### src/rtl/imem_loader.sv
// imem_loader: streams program words into instruction-memory cells, MS cell first
module imem_loader #(
   parameter int WORD_LEN       = 16,
   parameter int MEM_CELL_SIZE  = 4,
   parameter int INSTR_MEM_SIZE = 64,
   parameter int CPW            = WORD_LEN / MEM_CELL_SIZE,
   parameter int AW             = $clog2(INSTR_MEM_SIZE),
   parameter int CW             = $clog2(INSTR_MEM_SIZE / CPW) + 1
) (
   input  logic                     clk,
   input  logic                     rst,
   input  logic                     start,
   input  logic [AW-1:0]            base_addr,
   input  logic [CW-1:0]            word_count,
   input  logic                     in_valid,
   input  logic [WORD_LEN-1:0]      in_word,
   output logic                     in_ready,
   output logic                     mem_we,
   output logic [AW-1:0]            mem_waddr,
   output logic [MEM_CELL_SIZE-1:0] mem_wdata,
   output logic                     busy,
   output logic                     cpu_hold,
   output logic                     done
);
   localparam int BW = (CPW > 1) ? $clog2(CPW) : 1;
   typedef enum logic [1:0] {IDLE, ACCEPT, WRITE, DONE} state_t;
   state_t                     state_q, state_d;
   logic [AW-1:0]              ptr_q, ptr_d, waddr_q, waddr_d;
   logic [CW-1:0]              rem_q, rem_d;
   logic [WORD_LEN-1:0]        sh_q, sh_d;
   logic [BW-1:0]              beat_q, beat_d;
   logic [MEM_CELL_SIZE-1:0]   wdata_q, wdata_d;
   logic                       we_q, we_d, done_q, done_d;
   assign in_ready  = (state_q == ACCEPT);
   assign busy      = (state_q != IDLE);
   assign cpu_hold  = busy;
   assign mem_we    = we_q;
   assign mem_waddr = waddr_q;
   assign mem_wdata = wdata_q;
   assign done      = done_q;
   // Next state: the write-port registers always hold the beat being presented, so
   // the accept edge already launches beat 0 and the last beat edge launches nothing.
   always_comb begin
      state_d = state_q;
      ptr_d   = ptr_q;
      rem_d   = rem_q;
      sh_d    = sh_q;
      beat_d  = beat_q;
      waddr_d = waddr_q;
      wdata_d = wdata_q;
      we_d    = 1'b0;
      done_d  = 1'b0;
      case (state_q)
         IDLE: if (start) begin
            ptr_d   = base_addr;
            rem_d   = word_count;
            done_d  = (word_count == '0);
            state_d = done_d ? DONE : ACCEPT;
         end
         ACCEPT: if (in_valid) begin
            sh_d    = in_word << MEM_CELL_SIZE;
            wdata_d = in_word[WORD_LEN-1 -: MEM_CELL_SIZE];
            waddr_d = ptr_q;
            ptr_d   = ptr_q + 1'b1;
            beat_d  = '0;
            we_d    = 1'b1;
            state_d = WRITE;
         end
         WRITE: if (beat_q == BW'(CPW - 1)) begin
            rem_d   = rem_q - 1'b1;
            done_d  = (rem_q == CW'(1));
            state_d = done_d ? DONE : ACCEPT;
         end else begin
            sh_d    = sh_q << MEM_CELL_SIZE;
            wdata_d = sh_q[WORD_LEN-1 -: MEM_CELL_SIZE];
            waddr_d = ptr_q;
            ptr_d   = ptr_q + 1'b1;
            beat_d  = beat_q + 1'b1;
            we_d    = 1'b1;
         end
         default: state_d = IDLE;
      endcase
   end
   // State and registered outputs; reset abandons any load in progress.
   always_ff @(posedge clk) begin
      if (rst) begin
         state_q <= IDLE;
         ptr_q   <= '0;
         rem_q   <= '0;
         sh_q    <= '0;
         beat_q  <= '0;
         waddr_q <= '0;
         wdata_q <= '0;
         we_q    <= 1'b0;
         done_q  <= 1'b0;
      end else begin
         state_q <= state_d;
         ptr_q   <= ptr_d;
         rem_q   <= rem_d;
         sh_q    <= sh_d;
         beat_q  <= beat_d;
         waddr_q <= waddr_d;
         wdata_q <= wdata_d;
         we_q    <= we_d;
         done_q  <= done_d;
      end
   end
endmodule

### config.mk
export PLATFORM = sky130hd
export DESIGN_NAME = imem_loader
export DESIGN_NICKNAME = d
export VERILOG_FILES = /design/src/rtl/imem_loader.sv
export SDC_FILE = /design/constraint.sdc
export NUM_CORES = 1
export LEC_CHECK = 0
export CORE_MARGIN = 10
export CORE_UTILIZATION = 40
export DETAILED_ROUTE_END_ITERATION = 6
export PLACE_DENSITY = 0.75
export SLEW_MARGIN = 20
export SYNTH_ARGS = -nofsm -noshare
export SYNTH_HDL_FRONTEND = slang
export SYNTH_SLANG_ARGS = --single-unit
### constraint.sdc
create_clock -name clk -period 5.3 [get_ports clk]
set_clock_uncertainty 0.05 [all_clocks]
set_input_delay 0.795 -clock clk [delete_from_list [all_inputs] [get_ports clk]]
set_output_delay 0.795 -clock clk [all_outputs]
set_load 0.05 [all_outputs]
# Word-level counts from Yosys, hierarchy flattened
# Cells that the tools add are included.
[word_totals] regBits=43 inputBits=31 output_inout_bits=15 wordCells=61
[op_classes] add_sub_neg=3 eq_ne=8 muxes=31 reduce_logical=10
[ops] op="$mux 16" count=2
[ops] op="$pmux 16 s2" count=1
[ops] op="$mux 6" count=5
[ops] op="$pmux 6 s3" count=1
[ops] op="$mux 2" count=7
[ops] op="$pmux 6 s2" count=1
[ops] op="$mux 5" count=2
[ops] op="$pmux 5 s2" count=1
[ops] op="$reduce_and 3->1" count=3
[ops] op="$mux 4" count=2
[ops] op="$ne 2x2->1 const B" count=4
[ops] op="$pmux 4 s2" count=1
[ops] op="$add 6x1->6 const B" count=1
[ops] op="$pmux 2 s3" count=1
[ops] op="$reduce_bool 2->1" count=3
[ops] op="$eq 5x1->1 const B" count=1
[ops] op="$logic_not 5->1" count=1
[ops] op="$sub 5x1->5 const B" count=1
[ops] op="$eq 2x2->1 const B" count=2
[ops] op="$mux 1" count=4
[ops] op="$pmux 1 s2" count=2
[ops] op="$pmux 2 s2" count=1
[ops] op="$reduce_and 4->1" count=1
[ops] op="$reduce_bool 3->1" count=1
[ops] op="3 further kinds" count=3

# Depth between registers and ports, before layout
[depth] ltp_word=4 ltp_mapped=9 ltp_nobuf=6

# Least setup slack after synthesis
# OpenSTA, ideal clock, no wires.
[synth_path] path_kind="register to output" startpoint="reg state_q[0]" endpoint="out cpu_hold" arrival_ps=1314 t_required_ps=4455 setup_slack_ps=3141 path_stages_with_launch=5 path_buffers=1 path_cell_list="dfxtp_1 > inv_1 > ha_1 > inv_1 > buf_4"
[synth_between] elab_chain_len=1
[synth_lines] element="from (decl)" line_no="27" source="state_t state_q, state_d;"
[synth_lines] element="from (signal assigned)" line_no="97" source="state_q <= state_d;"
[synth_lines] element="$reduce_bool 2->1" line_no="35" source="assign busy = (state_q != IDLE);"
[synth_lines] element="to (decl)" line_no="22" source="output logic cpu_hold,"
# No other way between the ends.

# Worst setup path after layout
# Same ends and word-level chain as after synthesis.

==> impl_metrics.env <==
export IMPL_status="finished, final reports clean"
export IMPL_grt_overflow=0
export IMPL_cts_tree="yes"
export IMPL_via_per_inst=5.11
export IMPL_post_route_period_util=0.528
export IMPL_netlist_top_cell_by_area="dfxtp_1"
export IMPL_drtIter0Drc=93
export IMPL_worstMarginPinSlew_ns=0.503
export IMPL_synth_cell_type_count=44
export IMPL_pin_count=46
export IMPL_ys_ff_latch=39
export IMPL_dpl_hpwl_um=3240
export IMPL_cts_buffers=5
export IMPL_fp_coreArea_sq_um=5040
export IMPL_slowest_delay_ns=0.83
export IMPL_htree_levels=2
export IMPL_r2r_start="state_q[0]"
export IMPL_synth_area_top_cells="dfxtp_1 38%, mux2i_1 8.3%, a21oi_1 5.1%"
export IMPL_path_cells="inv_1, ha_1, inv_1, clkdlybuf4s50_1"
export IMPL_critical_path_startpoint="state_q[0]"
export IMPL_synth_top_area_share=0.380
export IMPL_worstPathArrival_ns=1.96
export IMPL_highest_layer="met4"
export IMPL_clkLatencyLatePin_ns=0.29
export IMPL_synth_edf_count=0
export IMPL_grt_max_degree=42
export IMPL_peakVddDrop_uv=267
export IMPL_wl_per_cell_um=13.6
export IMPL_route_met3_wl_um=268
export IMPL_cts_setup_buffers=0
export IMPL_cap_violations=0
export IMPL_dieArea_sq_um=8400
export IMPL_grt_setup_unrepaired="false"
export IMPL_yosysMostFrequentCell="dfxtp_1"
export IMPL_final_max_slew_viol_count=0
export IMPL_syn_avg_cell_area_sq_um=9.05
export IMPL_met2_length_um=2170
export IMPL_diodes=0
export IMPL_port_buffers=45
export IMPL_synth_nets=266
export IMPL_drc=0
export IMPL_period_minus_slack_ns=2.80
export IMPL_dr_total_vias=1732
export IMPL_path_clk_slew_ns=0.07
export IMPL_track_usage=0.109
export IMPL_synthFlopType="dfxtp_1"
export IMPL_relSlewSlack=0.664
export IMPL_worst_hold_path_type="register to register"
export IMPL_drive_gt1_frac=0.108
export IMPL_critical_path_required_ns=4.45
export IMPL_antenna_found_initial=0
export IMPL_worstSetupEndpointType="primary output"
export IMPL_syn_instance_count=227
export IMPL_start_kind="register"
export IMPL_fillers=468
export IMPL_dieWidth_um=91.6
export IMPL_holdCritStartpoint="sh_q[4]"
export IMPL_die_y_um=91.6
export IMPL_crit_top_cell="inv_1"
export IMPL_path_max_fanout=4
export IMPL_synthArstFlopShare=0
export IMPL_start_util=0.407
export IMPL_netlist_area_sq_um=2050
export IMPL_hold_viol_final=0
export IMPL_slowest_stage="clkdlybuf4s50_1"
export IMPL_setup_tns_ns=0
export IMPL_num_nets_final=307
export IMPL_dr_pass1_iters=4
export IMPL_finalPower_mw=1.72
export IMPL_cts_resized_gates=0
export IMPL_pwr_density_cell_nw_per_um2=645
export IMPL_place_congestion=0.820
export IMPL_rows=26
export IMPL_grt_pass1_wl_um=7670
export IMPL_totalWireLength_um=4610
export IMPL_cts_buffer_depth=2
export IMPL_finalSetupViolations=0
export IMPL_max_freq_mhz=357
export IMPL_p_leak_nw=0.951
export IMPL_cts_sinks=39
export IMPL_critPathKind="register to primary output"
export IMPL_yosysSeqAreaShare=0.380
export IMPL_postCtsHoldBufs=0
export IMPL_grt_pass1_vias=1650
export IMPL_clockRootBuffer="clkbuf_8"
export IMPL_antenna_left=0
export IMPL_synth_common_cells="39 x dfxtp_1, 25 x nand2_1, 23 x nor2_1"
export IMPL_area_growth_pct=30.0
export IMPL_ys_warnings_count=0
export IMPL_met1_length_um=2110
[report_power, final]
group          total (mW)  internal, mW  switching [mW]
logic               0.942         0.371           0.571
clock network       0.291         0.188           0.103
registers           0.489         0.408          0.0816
[state kept, by name (all words and copies together) (netlist names)]
name,flops
rem_q,5
beat_q,2
mem_waddr,6
done,1
state_q,2
ptr_q,6
mem_we,1
sh_q,12
mem_wdata,4
[layer usage]
layer,up-vias,GRT usage
li1,887,-
met1,804,0.128
met2,33,0.176
met3,8,0.0416
met4,0,0.0392
met5,-,0
[cell families (layout without fill, tap and decap cells)]
group | count (synthesis) | after routing | share of synthesized area
flops | 39 | 39 | 0.380
simple gates | 81 | 81 | 0.211
fa+ha+maj | 8 | 8 | 0.0488
compound gates | 58 | 58 | 0.217
buf+inv | 23 | 65 | 0.0542
mux | 18 | 18 | 0.0884
[stage by stage]
stage	area, sq um	hold WS, ns	utilization	instances	setup WS [ns]
final	2670	0.404	0.529	339	2.50
after global routing	2670	0.418	0.529	339	2.39
after CTS	2670	0.404	0.529	339	2.48
after detailed placement	2540	0.393	0.503	331	2.74
after global placement	2540	0.389	0.503	331	2.80
after floorplan	2050	0.382	-	227	3.14
[final cells by class]
class                           count  area (sq um)  area share
Tap cell                           70          87.6      0.0328
Timing Repair Buffer               48           473       0.177
Clock buffer                        6          72.6      0.0272
Multi-Input combinational cell    165          1160       0.435
Sequential cell                    39           781       0.293
Clock inverter                      2          60.1      0.0225
Inverter                            9          33.8      0.0127
[cells in the final DEF (no fill, tap or decap), types with 2 or more instances in the layout]
| cell type | instances |
|---|---|
| nor3_1 | 3 |
| and2b_4 | 2 |
| bufinv_16 | 2 |
| o32ai_1 | 2 |
| a211oi_2 | 7 |
| nand3_1 | 3 |
| ha_1 | 8 |
| a211oi_1 | 7 |
| nand2_1 | 25 |
| clkbuf_8 | 5 |
| nor3_2 | 2 |
| nand3b_1 | 6 |
| buf_4 | 3 |
| o22ai_1 | 3 |
| clkdlybuf4s50_1 | 45 |
| nor2_1 | 23 |
| o21ai_1 | 7 |
| dfxtp_1 | 39 |
| and3_1 | 2 |
| nor2b_1 | 3 |
| nand2b_1 | 3 |
| mux2i_1 | 17 |
| inv_1 | 9 |
| a21oi_1 | 21 |
[critical path, delay by kind of cell, from the launching register on]
family / cells / cell delay [ns]
DFF: 1 / 0.38
adders and majority gates: 1 / 0.24
buffers and inverters: 3 / 1.05
[final timing paths]
check | to | cells after the start | slack [ns]
min reg2reg | sh_q[4] | 2 | 0.40
min | sh_q[4] | 2 | 0.40
max reg2reg | sh_q[8] | 8 | 3.15
max | cpu_hold | 4 | 2.50
Power figures use the tool's default switching activity.
